## config.mk

```make
export PLATFORM = sky130hd
export DESIGN_NAME = xif_coproc_issue_responder
export DESIGN_NICKNAME = d
export VERILOG_FILES = /design/src/rtl/xif_coproc_issue_responder.sv
export SDC_FILE = /design/constraint.sdc
export NUM_CORES = 1
export LEC_CHECK = 0
export BUFFER_PORTS_ARGS = -buffer_cell sky130_fd_sc_hd__clkbuf_2
export CAP_MARGIN = 10
export CORE_ASPECT_RATIO = 0.5
export CORE_MARGIN = 2
export CORE_UTILIZATION = 55
export DETAILED_ROUTE_END_ITERATION = 6
export HOLD_SLACK_MARGIN = 0.06
export PLACE_DENSITY_LB_ADDON = 0.08
export SYNTH_ARGS = -nofsm -noshare
export SYNTH_HDL_FRONTEND = slang
export SYNTH_SLANG_ARGS = --single-unit
```

## constraint.sdc

```tcl
create_clock -name clk_i -period 6.25 [get_ports clk_i]
set_input_delay 0.625 -clock clk_i [delete_from_list [all_inputs] [get_ports clk_i]]
set_output_delay 0.625 -clock clk_i [all_outputs]
set_load 0.03 [all_outputs]
```

## src/rtl/xif_coproc_issue_responder.sv

```systemverilog
// rtl/xif_coproc_issue_responder.sv - CV-X-IF issue responder with in-order issue FIFO
// Decodes offered instructions, answers accept/writeback, queues accepted ones for execute.
module xif_coproc_issue_responder #(
  parameter int         XLEN       = 32,
  parameter int         X_NUM_RS   = 3,
  parameter int         X_ID_WIDTH = 4,
  parameter int         DEPTH      = 4,
  parameter logic [6:0] OPCODE     = 7'h0B,
  parameter int         CNT_W      = 16
) (
  input  logic                     clk_i,
  input  logic                     rst_ni,
  input  logic                     issue_valid_i,
  output logic                     issue_ready_o,
  input  logic [31:0]              issue_instr_i,
  input  logic [X_ID_WIDTH-1:0]    issue_id_i,
  input  logic [X_NUM_RS*XLEN-1:0] issue_rs_i,
  input  logic [X_NUM_RS-1:0]      issue_rs_valid_i,
  output logic                     issue_accept_o,
  output logic                     issue_writeback_o,
  input  logic                     flush_i,
  output logic                     exe_valid_o,
  input  logic                     exe_ready_i,
  output logic [31:0]              exe_instr_o,
  output logic [X_ID_WIDTH-1:0]    exe_id_o,
  output logic [X_NUM_RS*XLEN-1:0] exe_rs_o,
  output logic [CNT_W-1:0]         acc_cnt_o,
  output logic [CNT_W-1:0]         rej_cnt_o
);
  localparam int CW  = $clog2(DEPTH + 1);
  localparam int PW  = $clog2(DEPTH);
  localparam int RSW = X_NUM_RS * XLEN;

  logic [X_ID_WIDTH-1:0] id_mem    [DEPTH];
  logic [31:0]           instr_mem [DEPTH];
  logic [RSW-1:0]        rs_mem    [DEPTH];
  logic [PW-1:0]         wptr, rptr;
  logic [CW-1:0]         count;
  logic [2:0]            rsv;
  logic [RSW-1:0]        push_rs;
  logic                  match, need3, rs_ok, push, pop, reject;

  always_comb begin
    rsv    = 3'(issue_rs_valid_i);
    match  = issue_instr_i[6:0] == OPCODE;
    need3  = match && (issue_instr_i[14:12] == 3'b111) && (X_NUM_RS == 3);
    rs_ok  = rsv[0] && rsv[1] && (!need3 || rsv[2]);
    // Ready never depends on exe_ready_i: a full FIFO stalls a match even while popping.
    issue_ready_o     = issue_valid_i && !flush_i && (!match || (rs_ok && count < CW'(DEPTH)));
    issue_accept_o    = match;
    issue_writeback_o = match && (issue_instr_i[11:7] != 5'd0);
    push   = issue_ready_o && match;
    reject = issue_ready_o && !match;
    pop    = exe_valid_o && exe_ready_i;
    push_rs = issue_rs_i;
    for (int i = 0; i < X_NUM_RS; i++) begin
      if (i == 2 && !need3) push_rs[i*XLEN +: XLEN] = '0;
    end
  end

  assign exe_valid_o = count != '0;
  assign exe_instr_o = instr_mem[rptr];
  assign exe_id_o    = id_mem[rptr];
  assign exe_rs_o    = rs_mem[rptr];

  always_ff @(posedge clk_i or negedge rst_ni) begin
    if (!rst_ni) begin
      wptr      <= '0;
      rptr      <= '0;
      count     <= '0;
      acc_cnt_o <= '0;
      rej_cnt_o <= '0;
      for (int i = 0; i < DEPTH; i++) begin
        id_mem[i]    <= '0;
        instr_mem[i] <= '0;
        rs_mem[i]    <= '0;
      end
    end else begin
      if (flush_i) begin
        wptr  <= '0;
        rptr  <= '0;
        count <= '0;
      end else begin
        if (push) begin
          id_mem[wptr]    <= issue_id_i;
          instr_mem[wptr] <= issue_instr_i;
          rs_mem[wptr]    <= push_rs;
          wptr            <= wptr + 1'b1;
        end
        if (pop) rptr <= rptr + 1'b1;
        if (push && !pop)      count <= count + 1'b1;
        else if (!push && pop) count <= count - 1'b1;
      end
      if (push && acc_cnt_o != '1)   acc_cnt_o <= acc_cnt_o + 1'b1;
      if (reject && rej_cnt_o != '1) rej_cnt_o <= rej_cnt_o + 1'b1;
    end
  end
endmodule

```

# Yosys cells after proc, flatten, opt, wreduce, memory -nomap -nowiden
# Index checks and enable logic that the tools add are counted.
[op_classes]
eq_ne = 4
mux = 26
order_cmp = 4
bitwise = 3
addsub = 6
n_reduce_logical = 28
[op_table]
columns = ["cell", "count"]
rows = [
  ["$bwmux 384", 1],
  ["$mux 96", 3],
  ["$bmux 96 s2", 1],
  ["$demux 96 s2", 1],
  ["$bwmux 128", 1],
  ["$mux 32", 4],
  ["$bmux 32 s2", 1],
  ["$demux 32 s2", 1],
  ["$add 16x1->16 const B", 2],
  ["$ne 16x16->1 const B", 2],
  ["$bwmux 16", 1],
  ["$logic_and 1x1->1", 15],
  ["$mux 4", 3],
  ["$mux 3", 3],
  ["$bmux 4 s2", 1],
  ["$demux 4 s2", 1],
  ["$mux 2", 4],
  ["$eq 7x4->1 const B", 1],
  ["$ge 3x3->1 const B", 2],
  ["$not 2->3", 2],
  ["$reduce_bool 3->1", 2],
  ["$logic_not 1->1", 5],
  ["$reduce_bool 5->1", 1],
  ["$add 2x1->2 const B", 2],
  ["9 further kinds", 11],
]
[totals]
word_cells = 88
inputBits = 140
regBits = 567

# Depth between registers and ports, before layout
[depth]
ltp_word = 14
ltp_mapped = 8
ltp_nobuf = 8

# Least setup slack after synthesis
# Ideal clock, no wire load.
[synth_timing]
kind = "input -> register"
from = "input issue_instr_i[5]"
to = "register count[2]"
path_stages = 8
required_time_ns = 6.125
path_buffers = 0
setup_slack_ns = 3.453
arrival_time_ns = 2.673
setup_time_ns = 0.125
cell_sequence = "or4b_4 > nor2_1 > nand2_1 > nor2_1 > fa_1 > nor2_1 > mux2i_1 > mux2_2"
[synth_via]
elab_chain_cells = 12
[synth_lines]
columns = ["element", "line_no", "source"]
rows = [
  ["from (decl)", "15", "input logic [31:0] issue_instr_i,"],
  ["$eq 7x4->1 (*)", "45", "match = issue_instr_i[6:0] == OPCODE;"],
  ["named net issue_accept_o", "19", "output logic issue_accept_o,"],
  ["$logic_and 1x1->1", "46", "need3 = match && (issue_instr_i[14:12] == 3'b111) && (X_NUM_RS == 3);"],
  ["$logic_not 1->1", "-", ""],
  ["$logic_or 1x1->1", "47", "rs_ok = rsv[0] && rsv[1] && (!need3 || rsv[2]);"],
  ["$logic_and 1x1->1", "47", ""],
  ["$logic_and 1x1->1", "49", "issue_ready_o = issue_valid_i && !flush_i && (!match || (rs_ok && count < CW'(DEPTH)));"],
  ["$logic_or 1x1->1", "49", ""],
  ["$logic_and 1x1->1", "49", ""],
  ["$logic_and 1x1->1 (*)", "52", "push = issue_ready_o && match;"],
  ["$logic_and 1x1->1 or $logic_not 1->1 (tied branches)", "91, 92", ""],
  ["$mux 3 or $logic_and 1x1->1 (tied branches)", "91, 92", ""],
  ["$mux 3 or $reduce_bool 3->1 (tied branches)", "-", ""],
  ["to (signal assigned)", "91", "if (push && !pop) count <= count + 1'b1;"],
  ["to (signal assigned)", "92", "else if (!push && pop) count <= count - 1'b1;"],
  ["to (decl)", "38", "logic [CW-1:0] count;"],
]
# The timed path passes the listed nets; every way through them passes the cells marked *.
# A chain may end at the register's enable or synchronous reset.

# Final worst setup path
[layout_timing]
from = "register rptr[0]"
to = "output exe_instr_o[11]"
[layout_via]
elab_chain_cells = 4
[layout_lines]
columns = ["element", "line_no", "source"]
rows = [
  ["from (decl)", "37", "logic [PW-1:0] wptr, rptr;"],
  ["from (signal assigned)", "90", "if (pop) rptr <= rptr + 1'b1;"],
  ["$not 2->3 (not written as such)", "62", "assign exe_instr_o = instr_mem[rptr];"],
  ["$bmux 32 s2", "62", ""],
  ["$mux 32 (not written as such) (2 in series)", "62", ""],
  ["to (decl)", "24", "output logic [31:0] exe_instr_o,"],
]
# Every way passes these cells. The select of a mux whose other input is x is not followed.

==> impl_metrics.ini <==
[logic_synthesis]
synth.top_cell.area_share = 0.5777
syn_area_mm2 = 0.02456
synth.avg_cell_area_um2 = 14.89
synth_flop_cell = dfrtp_1
postSynthCellCount = 1650
synth_nets = 1797
synth-edff-count = 0
synth-async-reset-ratio = 1.000
synth_top_cell_by_area = dfrtp_1
synth.distinct_cells = 40
synth_seq_area_share = 0.5777
synth_most_common_cell = dfrtp_1
synth_warnings = 0
yosys-top-cells-area = dfrtp_1 58%, mux2_2 17%, mux4_2 12%
netlist_top_cells_count = 567 x dfrtp_1, 361 x mux2_2, 174 x nand2_1
synth_seq_cells = 567

[sta]
period_minus_slack_ns = 3.768
hold_violations = 0
rsz0062_at_grt = false
worst_pin_slew_ns = 1.101
tns_ns = 0
slew_headroom = 0.2658
setup_violations = 0
max_clock_freq_mhz = 265.4
timing.final.crit_share = 0.6028
drv_slew = 0
skew_ns = 0.009755

[floorplanning]
die_w_um = 302.9
num_rows = 54
start_util = 0.5601
die_y_um = 153.4
dieArea_mm2 = 0.04647
io_pins = 308
coreArea_mm2 = 0.04385

[clock_network]
ctsResizeCount = 0
cts_buffer_depth = 3
clock-root-buffer = clkbuf_16
clkLatencyLatePin_ns = 0.57
clock_sinks = 567
cts_tree = built
hold_buffers = 0
clkTransAtPathRegs_ns = 0.06
postCtsSetupRepairBufs = 0
cts_buffers = 50
cts_htree_levels = 2

[pwr]
p_per_area_mw_per_mm2 = 265.5
leakagePower_nw = 14.02
vdd_drop_max_v = 0.0001895

[detailed_routing]
num_vias = 14680
antenna_left = 0
drt-wirelength-per-cell_um = 21.40
drtPass1Iterations = 7
vias_per_cell = 5.773
drt_iter0_drc = 1022
wl_mm = 54.41
drc_errors = 9

[global_routing]
track_usage = 0.2388
grt_overflow_total = 0
grt_pass1_vias = 16140
grt_max_degree = 191
antenna_found_initial = 1
grt_pass1_wl_mm = 87.26

[worst_setup_path]
cp.required_ns = 5.62
start_kind = register
critPathSlowestCell = dfrtp_4
worstPathArrival_ns = 3.14
critical_path.cell_chain = buf_4, mux4_2, clkbuf_2
max_stage_delay_ns = 1.10
end_kind = output pin
crit_fanout = 48
path_class = register to output pin

[status]
violations = DRC
status = finished, violations left

[job]
max_cap_viol_count = 0

[place]
hpwl_mm = 33.92
port_buffers = 307
globalplace.congestion = 0.8308
place_area_mm2 = 0.02645
dp.cells = 2453

[finish]
fin_area_mm2 = 0.02808
layout-drive-gt1-share = 0.4711
n_antenna_cell = 0
layout.nets = 2064
instances_no_fill = 2543
fin_util = 0.6403
area_growth_pct = 14.31

[min_path]
hold_class = primary input to asynchronous set/reset pin
-- power breakdown --
group	leakage (nW)	switching, W	internal (W)	total, W
clock	0.812	0.00133	0.00173	0.00306
combinational	5.30	0.000351	0.000240	0.000592
sequential	7.90	0.0000903	0.00371	0.00380
total	14.0	0.00177	0.00568	0.00745
-- kinds of logic after synthesis --
family / Yosys count / share of synthesized area
and+or+nand+nor: 281 / 0.05318
muxes: 513 / 0.2984
buffers and inverters: 114 / 0.02710
xor gates and xnor gates: 32 / 0.01141
adders and majority gates: 7 / 0.003871
DFF: 567 / 0.5777
AOI/OAI and AO/OA: 136 / 0.02842
-- layer usage --
layer	vias to the layer above	wire [um]	global-route usage
met5	-	13	0
met4	2	1480	0.06826
li1	6501	-	-
met1	7810	21910	0.2957
met3	84	2128	0.04279
met2	285	28880	0.4303
-- placed cells by master (no fill, tap or decap), types with 11 or more instances in the layout --
cell       Yosys  layout
dfrtp_1      567     565
mux2_2       361     361
clkbuf_2       0     306
nand2_1      174     174
mux4_2       132     132
o21ai_0      130     130
clkbuf_16      0      53
and2_1        21      21
xnor2_1       21      21
mux2_4        18      18
nor2_1        17      17
nand2b_1      13      13
clkbuf_1      43      13
nand3_1       14      12
and3_1        12      12
clkbuf_8       0      12
xor2_1        11      11
clkinv_2       0      11
buf_4          3      11
-- path summary, 6_finish.rpt --
kind                            cells after the start  slack [ns]                          to                      start
worst min register to register                      1        0.47   instr_mem[67]$_DFFE_PN0P_  instr_mem[67]$_DFFE_PN0P_
worst max register to register                      5        3.00   instr_mem[50]$_DFFE_PN0P_       count[2]$_DFFE_PN0P_
worst max-delay path                                3        2.48             exe_instr_o[11]        rptr[0]$_DFFE_PN0P_
worst min-delay path                                1        0.11     rs_mem[334]$_DFFE_PN0P_                     rst_ni
min in group clk_i                                  2        0.33     rs_mem[217]$_DFFE_PN0P_             issue_rs_i[25]
max in group asynchronous                           2        4.63  instr_mem[122]$_DFFE_PN0P_                     rst_ni
-- registers in the layout (all words and copies together), names as in the netlist --
register,flops
count,3
rej_cnt_o,16
rs_mem,384
rptr,2
acc_cnt_o,16
instr_mem,128
wptr,2
id_mem,16
-- final cells by class --
cell class	count	area [um2]
Clock buffer	78	1540
Clock inverter	12	85.08
Fill cell	3253	15770
Inverter	5	18.77
Multi-Input combinational cell	969	9753
Sequential cell	567	14200
Tap cell	588	735.7
Timing Repair Buffer	324	1749
-- per-stage QoR --
| stage | worst slack [ns] | power (W) | hold WS, ns |
|---|---|---|---|
| after floorplan | 3.453 | 0.004210 | 0.3294 |
| after global placement | 2.200 | 0.004461 | 0.4442 |
| after detailed placement | 2.183 | 0.004477 | 0.4506 |
| after CTS | 2.366 | 0.007550 | 0.1075 |
| after global routing | 2.206 | 0.007766 | 0.1347 |
| final | 2.482 | 0.007455 | 0.1078 |
-- critical path: cells and delay by family, from the launching register on --
family                 cells  cell delay [ns]
multiplexers               1             0.59
buffers and inverters      2             0.86
flip-flops                 1             1.10
Note: power is estimated with default switching activity, not from simulation.
